**src/rtl/mmu_text_arbiter_if.sv**
```systemverilog
// CPU-side bus of the text-mode memory manager: request, store data, load data and done pulse.
interface mmu_text_arbiter_if #(
    parameter int ADDR_W = 15
) ();
    logic [ADDR_W-1:0] cpu_addr;
    logic              cpu_read;
    logic              cpu_write;
    logic              cpu_half;
    logic [31:0]       cpu_wdata;
    logic              cpu_cs;
    logic [31:0]       cpu_rdata;
    logic              cpu_ok;

    modport master (
        output cpu_addr, cpu_read, cpu_write, cpu_half, cpu_wdata, cpu_cs,
        input  cpu_rdata, cpu_ok
    );

    modport slave (
        input  cpu_addr, cpu_read, cpu_write, cpu_half, cpu_wdata, cpu_cs,
        output cpu_rdata, cpu_ok
    );
endinterface

```
**src/rtl/mmu_text_arbiter.sv**
```systemverilog
// Single-port RAM arbiter: text-mode character prefetch (priority) against CPU word/halfword
// accesses, with hardware row scrolling and sticky display-underrun detection.
module mmu_text_arbiter #(
    parameter int                ADDR_W      = 15,
    parameter int                COLS        = 40,
    parameter int                ROWS        = 25,
    parameter int                CW_LOG2     = 4,
    parameter int                CH_LOG2     = 4,
    parameter logic [ADDR_W-1:0] SCREEN_BASE = ADDR_W'(15'h3000),
    parameter int                FETCH_PHASE = 10,
    localparam int               ROW_W       = $clog2(ROWS)
) (
    input  logic              clk,
    input  logic              rst,
    mmu_text_arbiter_if.slave cpu,
    input  logic [9:0]        xpos,
    input  logic [9:0]        ypos,
    input  logic              pix_valid,
    input  logic              frame_start,
    input  logic [ROW_W-1:0]  scroll_row,
    output logic [ADDR_W-2:0] ram_addr,
    output logic [1:0]        ram_we,
    output logic [31:0]       ram_wdata,
    input  logic [31:0]       ram_rdata,
    output logic [15:0]       disp_code,
    output logic              underrun
);

    typedef enum logic [1:0] {IDLE, DISP_RD, CPU_RD} state_t;

    state_t            state, state_next;
    logic [ROW_W-1:0]  scroll;
    logic              disp_pend;
    logic [ADDR_W-1:0] fetch_addr;
    logic              disp_sel;
    logic              rd_half;
    logic              rd_sel;
    logic [15:0]       code_next;
    logic [31:0]       cpu_rdata_q;
    logic              cpu_ok_q;

    logic [9:0]         col, row, col_nxt, row_nxt, phys_sum, phys_row;
    logic [CW_LOG2-1:0] px;
    logic [CH_LOG2-1:0] py;
    logic [15:0]        cell_idx;
    logic [ADDR_W-1:0]  fetch_target;
    logic               fetch_req, disp_load, cpu_req;
    logic               fetch_issue, cpu_wr_acc, cpu_rd_acc;

    assign col       = xpos >> CW_LOG2;
    assign row       = ypos >> CH_LOG2;
    assign px        = xpos[CW_LOG2-1:0];
    assign py        = ypos[CH_LOG2-1:0];
    assign fetch_req = pix_valid && (px == CW_LOG2'(FETCH_PHASE));
    assign disp_load = pix_valid && (&px);
    assign cpu_req   = cpu.cpu_cs && (cpu.cpu_read || cpu.cpu_write);

    // The prefetch targets the cell after the current one, wrapping at line and screen end.
    always_comb begin
        col_nxt = col + 10'd1;
        row_nxt = row;
        if (col == 10'(COLS - 1)) begin
            col_nxt = '0;
            if (&py) begin
                row_nxt = (row == 10'(ROWS - 1)) ? '0 : row + 10'd1;
            end
        end
    end

    assign phys_sum     = row_nxt + 10'(scroll);
    assign phys_row     = (phys_sum >= 10'(ROWS)) ? phys_sum - 10'(ROWS) : phys_sum;
    assign cell_idx     = 16'(phys_row) * 16'(COLS) + 16'(col_nxt);
    assign fetch_target = SCREEN_BASE + ADDR_W'(cell_idx);

    always_ff @(posedge clk or posedge rst) begin
        if (rst) begin
            state <= IDLE;
        end else begin
            state <= state_next;
        end
    end

    // Display fetch wins over the CPU; writes finish in the accept cycle without leaving IDLE.
    always_comb begin
        state_next  = state;
        ram_addr    = cpu.cpu_addr[ADDR_W-1:1];
        ram_we      = 2'b00;
        ram_wdata   = cpu.cpu_half ? {2{cpu.cpu_wdata[15:0]}} : cpu.cpu_wdata;
        fetch_issue = 1'b0;
        cpu_wr_acc  = 1'b0;
        cpu_rd_acc  = 1'b0;
        case (state)
            IDLE: begin
                if (disp_pend) begin
                    ram_addr    = fetch_addr[ADDR_W-1:1];
                    fetch_issue = 1'b1;
                    state_next  = DISP_RD;
                end else if (cpu_req && !cpu_ok_q) begin
                    if (cpu.cpu_write) begin
                        cpu_wr_acc = 1'b1;
                        if (!cpu.cpu_half) begin
                            ram_we = 2'b11;
                        end else begin
                            ram_we = cpu.cpu_addr[0] ? 2'b10 : 2'b01;
                        end
                    end else begin
                        cpu_rd_acc = 1'b1;
                        state_next = CPU_RD;
                    end
                end
            end
            DISP_RD: state_next = IDLE;
            CPU_RD:  state_next = IDLE;
            default: state_next = IDLE;
        endcase
        if (rst) begin
            ram_we = 2'b00;
        end
    end

    always_ff @(posedge clk or posedge rst) begin
        if (rst) begin
            scroll      <= '0;
            disp_pend   <= 1'b0;
            fetch_addr  <= '0;
            disp_sel    <= 1'b0;
            rd_half     <= 1'b0;
            rd_sel      <= 1'b0;
            code_next   <= '0;
            cpu_rdata_q <= '0;
            cpu_ok_q    <= 1'b0;
            disp_code   <= '0;
            underrun    <= 1'b0;
        end else begin
            if (frame_start) begin
                scroll <= scroll_row;
            end
            if (fetch_req) begin
                disp_pend  <= 1'b1;
                fetch_addr <= fetch_target;
            end else if (fetch_issue) begin
                disp_pend <= 1'b0;
            end
            if (fetch_issue) begin
                disp_sel <= fetch_addr[0];
            end
            if (cpu_rd_acc) begin
                rd_half <= cpu.cpu_half;
                rd_sel  <= cpu.cpu_addr[0];
            end
            cpu_ok_q <= cpu_wr_acc || (state == CPU_RD);
            if (state == CPU_RD) begin
                if (rd_half) begin
                    cpu_rdata_q <= {16'h0000, rd_sel ? ram_rdata[31:16] : ram_rdata[15:0]};
                end else begin
                    cpu_rdata_q <= ram_rdata;
                end
            end
            if (state == DISP_RD) begin
                code_next <= disp_sel ? ram_rdata[31:16] : ram_rdata[15:0];
            end
            // A fetch still outstanding at the cell boundary means code_next is stale.
            if (disp_load) begin
                if (disp_pend || fetch_req || (state == DISP_RD)) begin
                    underrun <= 1'b1;
                end else begin
                    disp_code <= code_next;
                end
            end
        end
    end

    assign cpu.cpu_rdata = cpu_rdata_q;
    assign cpu.cpu_ok    = cpu_ok_q;

endmodule
```
**src/flat_wrapper.sv**
```systemverilog
// flat-port wrapper written by rule: the top's interface ports become plain ports
module mmu_text_arbiter_flat 
#(
    parameter int                ADDR_W      = 15,
    parameter int                COLS        = 40,
    parameter int                ROWS        = 25,
    parameter int                CW_LOG2     = 4,
    parameter int                CH_LOG2     = 4,
    parameter logic [ADDR_W-1:0] SCREEN_BASE = ADDR_W'(15'h3000),
    parameter int                FETCH_PHASE = 10,
    localparam int               ROW_W       = $clog2(ROWS)
)
  (clk, rst, xpos, ypos, pix_valid, frame_start, scroll_row, ram_addr, ram_we, ram_wdata, ram_rdata, disp_code, underrun, cpu_cpu_addr, cpu_cpu_read, cpu_cpu_write, cpu_cpu_half, cpu_cpu_wdata, cpu_cpu_cs, cpu_cpu_rdata, cpu_cpu_ok);
  mmu_text_arbiter_if #(.ADDR_W(ADDR_W)) cpu_i ();
  input  logic clk;
  input  logic rst;
  input  logic [9:0] xpos;
  input  logic [9:0] ypos;
  input  logic pix_valid;
  input  logic frame_start;
  input  logic [ROW_W-1:0] scroll_row;
  output logic [ADDR_W-2:0] ram_addr;
  output logic [1:0] ram_we;
  output logic [31:0] ram_wdata;
  input  logic [31:0] ram_rdata;
  output logic [15:0] disp_code;
  output logic underrun;
  input wire logic [$bits(cpu_i.cpu_addr)-1:0] cpu_cpu_addr;
  input wire logic [$bits(cpu_i.cpu_read)-1:0] cpu_cpu_read;
  input wire logic [$bits(cpu_i.cpu_write)-1:0] cpu_cpu_write;
  input wire logic [$bits(cpu_i.cpu_half)-1:0] cpu_cpu_half;
  input wire logic [$bits(cpu_i.cpu_wdata)-1:0] cpu_cpu_wdata;
  input wire logic [$bits(cpu_i.cpu_cs)-1:0] cpu_cpu_cs;
  output wire logic [$bits(cpu_i.cpu_rdata)-1:0] cpu_cpu_rdata;
  output wire logic [$bits(cpu_i.cpu_ok)-1:0] cpu_cpu_ok;
  assign cpu_i.cpu_addr = cpu_cpu_addr;
  assign cpu_i.cpu_read = cpu_cpu_read;
  assign cpu_i.cpu_write = cpu_cpu_write;
  assign cpu_i.cpu_half = cpu_cpu_half;
  assign cpu_i.cpu_wdata = cpu_cpu_wdata;
  assign cpu_i.cpu_cs = cpu_cpu_cs;
  assign cpu_cpu_rdata = cpu_i.cpu_rdata;
  assign cpu_cpu_ok = cpu_i.cpu_ok;
  mmu_text_arbiter #(.ADDR_W(ADDR_W), .COLS(COLS), .ROWS(ROWS), .CW_LOG2(CW_LOG2), .CH_LOG2(CH_LOG2), .SCREEN_BASE(SCREEN_BASE), .FETCH_PHASE(FETCH_PHASE)) u_core (.clk(clk), .rst(rst), .cpu(cpu_i), .xpos(xpos), .ypos(ypos), .pix_valid(pix_valid), .frame_start(frame_start), .scroll_row(scroll_row), .ram_addr(ram_addr), .ram_we(ram_we), .ram_wdata(ram_wdata), .ram_rdata(ram_rdata), .disp_code(disp_code), .underrun(underrun));
endmodule
```
**config.mk**
```make
export PLATFORM = sky130hd
export DESIGN_NAME = mmu_text_arbiter_flat
export DESIGN_NICKNAME = d
export VERILOG_FILES = /design/src/rtl/mmu_text_arbiter_if.sv /design/src/rtl/mmu_text_arbiter.sv /design/src/flat_wrapper.sv
export SDC_FILE = /design/constraint.sdc
export NUM_CORES = 1
export LEC_CHECK = 0
export ABC_AREA = 0
export CORE_ASPECT_RATIO = 0.5
export CORE_MARGIN = 4
export CORE_UTILIZATION = 50
export CTS_BUF_LIST = sky130_fd_sc_hd__clkbuf_4 sky130_fd_sc_hd__clkbuf_8
export CTS_CLUSTER_DIAMETER = 30
export DETAILED_ROUTE_END_ITERATION = 6
export GPL_TIMING_DRIVEN = 0
export PLACE_DENSITY = 0.95
export SKIP_CTS_REPAIR_TIMING = 1
export SYNTH_ARGS = -nofsm -noshare
export SYNTH_HDL_FRONTEND = slang
export SYNTH_SLANG_ARGS = --single-unit
```
**constraint.sdc**
```tcl
create_clock -name clk -period 10.9 [get_ports clk]
set_clock_uncertainty 0.2 [all_clocks]
set_input_delay 3.27 -clock clk [delete_from_list [all_inputs] [get_ports clk]]
set_output_delay 3.27 -clock clk [all_outputs]
set_load 0.01 [all_outputs]
```
== Word level (Yosys, flattened, before mapping) ==
Cells that the tools add are included.

* Bits in registers: 92
* Output and inout bits: 98
* Word-level logic and storage cells: 78
* Bits of input ports: 112

* Multiplexer cells: 34
* $mul: 1
* Bitwise operators: 1
* Add/subtract/negate cells: 6
* Order comparisons: 1
* Equality and inequality tests: 7
* Reduce and logical (&&, ||, !) cells: 16

{| class="wikitable"
|+ Operator list
! cell !! number
|-
| $mux W32 || 2
|-
| $mux W10 || 4
|-
| $mux W16 || 2
|-
| $mux W14 || 2
|-
| $mux W2 || 11
|-
| $add A14 B15 Y15 const A || 1
|-
| $add A15 B10 Y15 || 1
|-
| $add A6 B1 Y7 const B || 2
|-
| $mul A10 B3 Y12 const B || 1
|-
| $mux W1 || 12
|-
| $add A10 B5 Y10 || 1
|-
| $ge A10 B5 Y1 const B || 1
|-
| $sub A10 B5 Y10 const B || 1
|-
| $reduce_and A4 Y1 || 2
|-
| $mux W7 || 1
|-
| $eq A6 B5 Y1 const B || 1
|-
| $eq A6 B6 Y1 const B || 1
|-
| $reduce_and A2 Y1 || 3
|-
| $eq A4 B4 Y1 const B || 1
|-
| $logic_and A1 B1 Y1 || 4
|-
| $logic_or A1 B1 Y1 || 4
|-
| $ne A3 B1 Y1 const B || 1
|-
| $ne A3 B2 Y1 const B || 1
|-
| $eq A2 B1 Y1 const B || 1
|-
| 5 further kinds || 5
|}

== Logic depth before layout (Yosys ltp) ==
* Depth after elaboration: 10
* Gate-level depth with buffers: 29
* Mapped depth without buffers: 29

== Worst setup path after synthesis ==
OpenSTA, ideal clock, no wires.

* Path kind: input-to-output
* Start: input port rst
* End: output port ram_we[0]
* Path buffers: 0
* Data arrival time: 5.803 ns
* Setup slack: 1.627 ns
* Stages on the path: 3
* Data required time: 7.430 ns
* Cell sequence: inv_1 nand4_1 a21oi_1

* Word-level cells in the longest chain between the ends: 1

{| class="wikitable"
|+ Ends and longest elaborated chain
! what !! RTL line !! source
|-
| from (decl) || flat_wrapper.sv:16 || <nowiki>input logic rst;</nowiki>
|-
| $mux W2 || mmu_text_arbiter.sv:116 || <nowiki>if (rst) begin</nowiki>
|-
| to (decl) || flat_wrapper.sv:23 || <nowiki>output logic [1:0] ram_we;</nowiki>
|}

No other way between the ends.

== Final worst setup path ==
* Start: input port xpos[5]
* End: register u_core.fetch_addr[13]

* Word-level cells in the longest chain between the ends: 8
* Elaborated cells between the ends (all ways): 11
* Classes of those cells: add/sub (5); mul (1); order compare (1); eq/ne (1); mux (3)

{| class="wikitable"
|+ Ends and longest elaborated chain
! what !! RTL line !! source
|-
| from (decl) || flat_wrapper.sv:17 || <nowiki>input logic [9:0] xpos;</nowiki>
|-
| $eq A6 B6 Y1 || mmu_text_arbiter.sv:62 || <nowiki>if (col == 10'(COLS - 1)) begin</nowiki>
|-
| $mux W10 || mmu_text_arbiter.sv:62 ||
|-
| $add A10 B5 Y10 || mmu_text_arbiter.sv:70 || <nowiki>assign phys_sum = row_nxt + 10'(scroll);</nowiki>
|-
| $sub A10 B5 Y10 or $ge A10 B5 Y1 (tied branches) || mmu_text_arbiter.sv:71 || <nowiki>assign phys_row = (phys_sum >= 10'(ROWS)) ? phys_sum - 10'(ROWS) : phys_sum;</nowiki>
|-
| $mux W10 || mmu_text_arbiter.sv:71 ||
|-
| $mul A10 B3 Y12 || mmu_text_arbiter.sv:72 || <nowiki>assign cell_idx = 16'(phys_row) * 16'(COLS) + 16'(col_nxt);</nowiki>
|-
| $add A15 B10 Y15 * || mmu_text_arbiter.sv:72 ||
|-
| $add A14 B15 Y15 * || mmu_text_arbiter.sv:73 || <nowiki>assign fetch_target = SCREEN_BASE + ADDR_W'(cell_idx);</nowiki>
|-
| to (signal assigned) || mmu_text_arbiter.sv:140 || <nowiki>fetch_addr <= fetch_target;</nowiki>
|-
| to (decl) || mmu_text_arbiter.sv:34 || <nowiki>logic [ADDR_W-1:0] fetch_addr;</nowiki>
|}

Mark *: on every way between the ends. The rest lies on a longest branch, timed or not.
A chain may end at the register's enable or synchronous reset.

==> summary.txt <==
Yosys
  • Synthesized area: 5757 um^2
  • Synth cell types: 60
  • Area share of the largest cell type after synthesis: 0.3999
  • Sequential-to-total area share from yosys stat: 0.3999
  • Largest cells by area after synthesis: dfrtp_1 40%, mux2_2 11%, ha_1 7.0%
  • Area leader, netlist: dfrtp_1
  • EDFF count, synth: 0
  • Asr flop ratio synth: 1.000
  • Dominant synthesized flop cell: dfrtp_1
  • Syn_nets: between 700 and 800
  • Flops & latches, synth: 92
  • Avg Inst Size Synth: between 9 and 10 um^2
  • Cells after synthesis: 579
  • Synth warn: 0

Clock network
  • Clock slew at reported path FFs: roughly 0.10 ns
  • Clk_lat worst skew: approximately 0.35 ns
  • H-tree Lvls: 3
  • Clock Path Buffers: 2
  • Total CTS buffers: 9
  • CTS Root Buffer Type: clkbuf_8
  • CTS tree: built
  • TritonCTS Sinks: 92

Power and ir drop
  • Leakage power: 3.696 nW
  • Power, Total: roughly 1.5 mW
  • PwrDens: approximately 180 nW/um^2
  • VDD IR max: about 100 uV

Floorplanning
  • CORE AREA: ~11000 um^2
  • Die Ht: roughly 84 um
  • Row Count: 27
  • Die footprint: approximately 13000 um^2
  • Top Ports: 210
  • DIE WIDTH: about 160 um
  • Initial Util: 0.5180

STA
  • Max Clock Freq: 103.9 MHz
  • Setup violations, final: 0
  • Post-route setup slack: 1.279 ns
  • TNS Setup: 0 ns
  • Final cycle utilization of the critical path: 0.8826
  • Final Max Tran Viols: 0
  • Rel. slew slack: 0.4898
  • Final Hold Viols: 0
  • Slew @ Worst Pin: between 0.7 and 0.8 ns
  • Final min period: around 9.6 ns
  • Unrepaired setup endpoints after global routing: no

Global routing
  • GRT Total Usage: 0.2509
  • Largest net degree at the start of global routing: 73
  • Vias in the first global route: around 5500
  • Initial antenna violation count: 0
  • Grt total ovfl: 0
  • First-pass GRT wire length: roughly 27000 um

Finish
  • Nets: between 900 and 1000
  • Area growth from synthesis to layout: 43.25%
  • Share of post-route cells with drive strength above 1: 0.1368
  • Post-route cell area: just over 8000 um^2
  • Most common cell after layout, fill and taps aside: clkdlybuf4s50_1
  • Antenna cells: 0
  • FILL cells: between 700 and 800
  • Commonest cells after routing, fill and taps aside: 208 x clkdlybuf4s50_1, 92 x dfrtp_1, 88 x nand2_1, 69 x o21ai_0, 54 x mux2_2

Routing
  • Vias: about 5300
  • Drt total wl: about 17000 um
  • # DRC: 0
  • First-pass DRT Iterations: 5
  • Wire length per cell: 18.20 um
  • DR vias/cell: about 5.5
  • Drt initial violations: between 300 and 400
  • DRT antenna net count: 0

Placed design
  • Setup WS pre-CTS: 0.9798 ns
  • Post-DP HPWL: ~14000 um
  • Number of buffers added on ports: roughly 210
  • RePlAce Congestion: around 0.90
  • Post-DP Area: just over 8000 um^2

Setup path
  • Critical path arrival: 9.64 ns
  • Worst r2r path cells: 20
  • Max FO, Critical Path: 10
  • Critical Path RT: 10.92 ns
  • Crit path kind: in2reg
  • CP startpoint kind: primary input
  • Worst setup EP type: flip-flop

Min path
  • Worst hold stages: 2
  • Hold Crit Class: reg2reg

Outcome
  • Status: completed

Flow run
  • Max_cap viols: 0
-- cells by family after synthesis --
kind of cell / count (synthesis) / synth area share
DFF: 92 / 0.3999
xor gates and xnor gates: 27 / 0.04238
and+or+nand+nor: 164 / 0.1419
AOI/OAI and AO/OA: 114 / 0.1178
muxes: 88 / 0.1663
adders and majority gates: 35 / 0.07998
buffers and inverters: 59 / 0.05173
-- final cells by class --
type | instances | area (um^2) | area share
Multi-Input combinational cell | 428 | 3157 | 0.3828
Sequential cell | 92 | 2302 | 0.2792
Timing Repair Buffer | 209 | 2110 | 0.2558
Buffer | 41 | 230.2 | 0.02792
Tap cell | 145 | 181.4 | 0.02200
Clock buffer | 9 | 123.9 | 0.01502
Clock inverter | 7 | 72.57 | 0.008800
Inverter | 18 | 70.07 | 0.008496
-- through the flow --
stage          hold slack [ns]    util  instances
2_1_floorplan           0.2429       -        579
3_3_place_gp            0.2594  0.7216        932
3_5_place_dp            0.2706  0.7243        933
4_1_cts                 0.2893  0.7420        949
5_1_grt                 0.3116  0.7420        949
6_report                0.2831  0.7420        949
-- synthesized netlist by cell type, drive strengths merged, types with 3 or more instances --
library cell  count
dfrtp            92
nor4              4
xnor2            19
a21boi            3
fa                3
and2              3
nand3            10
nand4             3
nand2            88
nand2b           19
and3              3
inv              18
buf              22
a21oi            14
clkbuf           19
xor2              8
ha               32
mux2             55
a21o              6
nor3              7
nor2b             4
mux2i            33
nor2             13
o21ai            73
-- where the power goes --
part / leakage, nW / internal, mW / switching, mW
Clock: 0.0970 / 0.0902 / 0.139
Sequential: 1.15 / 0.443 / 0.0621
Combinational: 2.45 / 0.379 / 0.375
Total: 3.70 / 0.912 / 0.576
-- critical path, stage by stage --
cell and delay (ns):
clkdlybuf4s50_1 0.57, ha_1 0.26, nand3b_2 0.14, nor3b_2 0.39, and2b_1 0.22, buf_6 0.15, o21ai_0 0.10, ha_1 0.23
fa_1 0.41, a21o_1 0.20, a221oi_2 0.39, o21ai_2 0.12, mux2i_2 0.23, nand3_2 0.17, o21ai_0 0.47, ha_1 0.34
ha_1 0.22, inv_1 0.07, fa_1 0.20, nor2b_1 0.06, o21ai_1 0.16, a21boi_1 0.13, o31a_1 0.29, nor3_2 0.36
a41oi_1 0.11, xnor2_1 0.24, o21ai_0 0.13
-- flip-flops by register name, indices dropped and copies added (netlist names) --
register and count:
u_core.disp_sel 1, u_core.fetch_addr 15, u_core.underrun 1, u_core.state 2, u_core.rd_half 1, u_core.disp_pend 1
u_core.rd_sel 1, u_core.scroll 5, u_core.cpu.cpu_rdata 32, u_core.disp_code 16, u_core.cpu.cpu_ok 1, u_core.code_next 16
-- metal layers --
metal	GRT usage	wire length (um)	vias to the layer above
li1	-	-	2453
met1	0.2875	6825	2564
met2	0.4676	8994	196
met3	0.04736	949	38
met4	0.09370	498	0
met5	0	0	-
-- final timing paths --
check / start / end / slack (ns)
hold / removal: u_core.rd_sel / u_core.rd_sel / 0.28
setup reg to reg: u_core.scroll[0] / u_core.fetch_addr[13] / 5.61
setup / recovery: xpos[5] / u_core.fetch_addr[13] / 1.28
min in group asynchronous: rst / u_core.scroll[2] / 3.01
hold reg to reg: u_core.rd_sel / u_core.rd_sel / 0.28
max in group asynchronous: rst / u_core.cpu.cpu_rdata[13] / 6.86
Power figures use the tool's default switching activity.
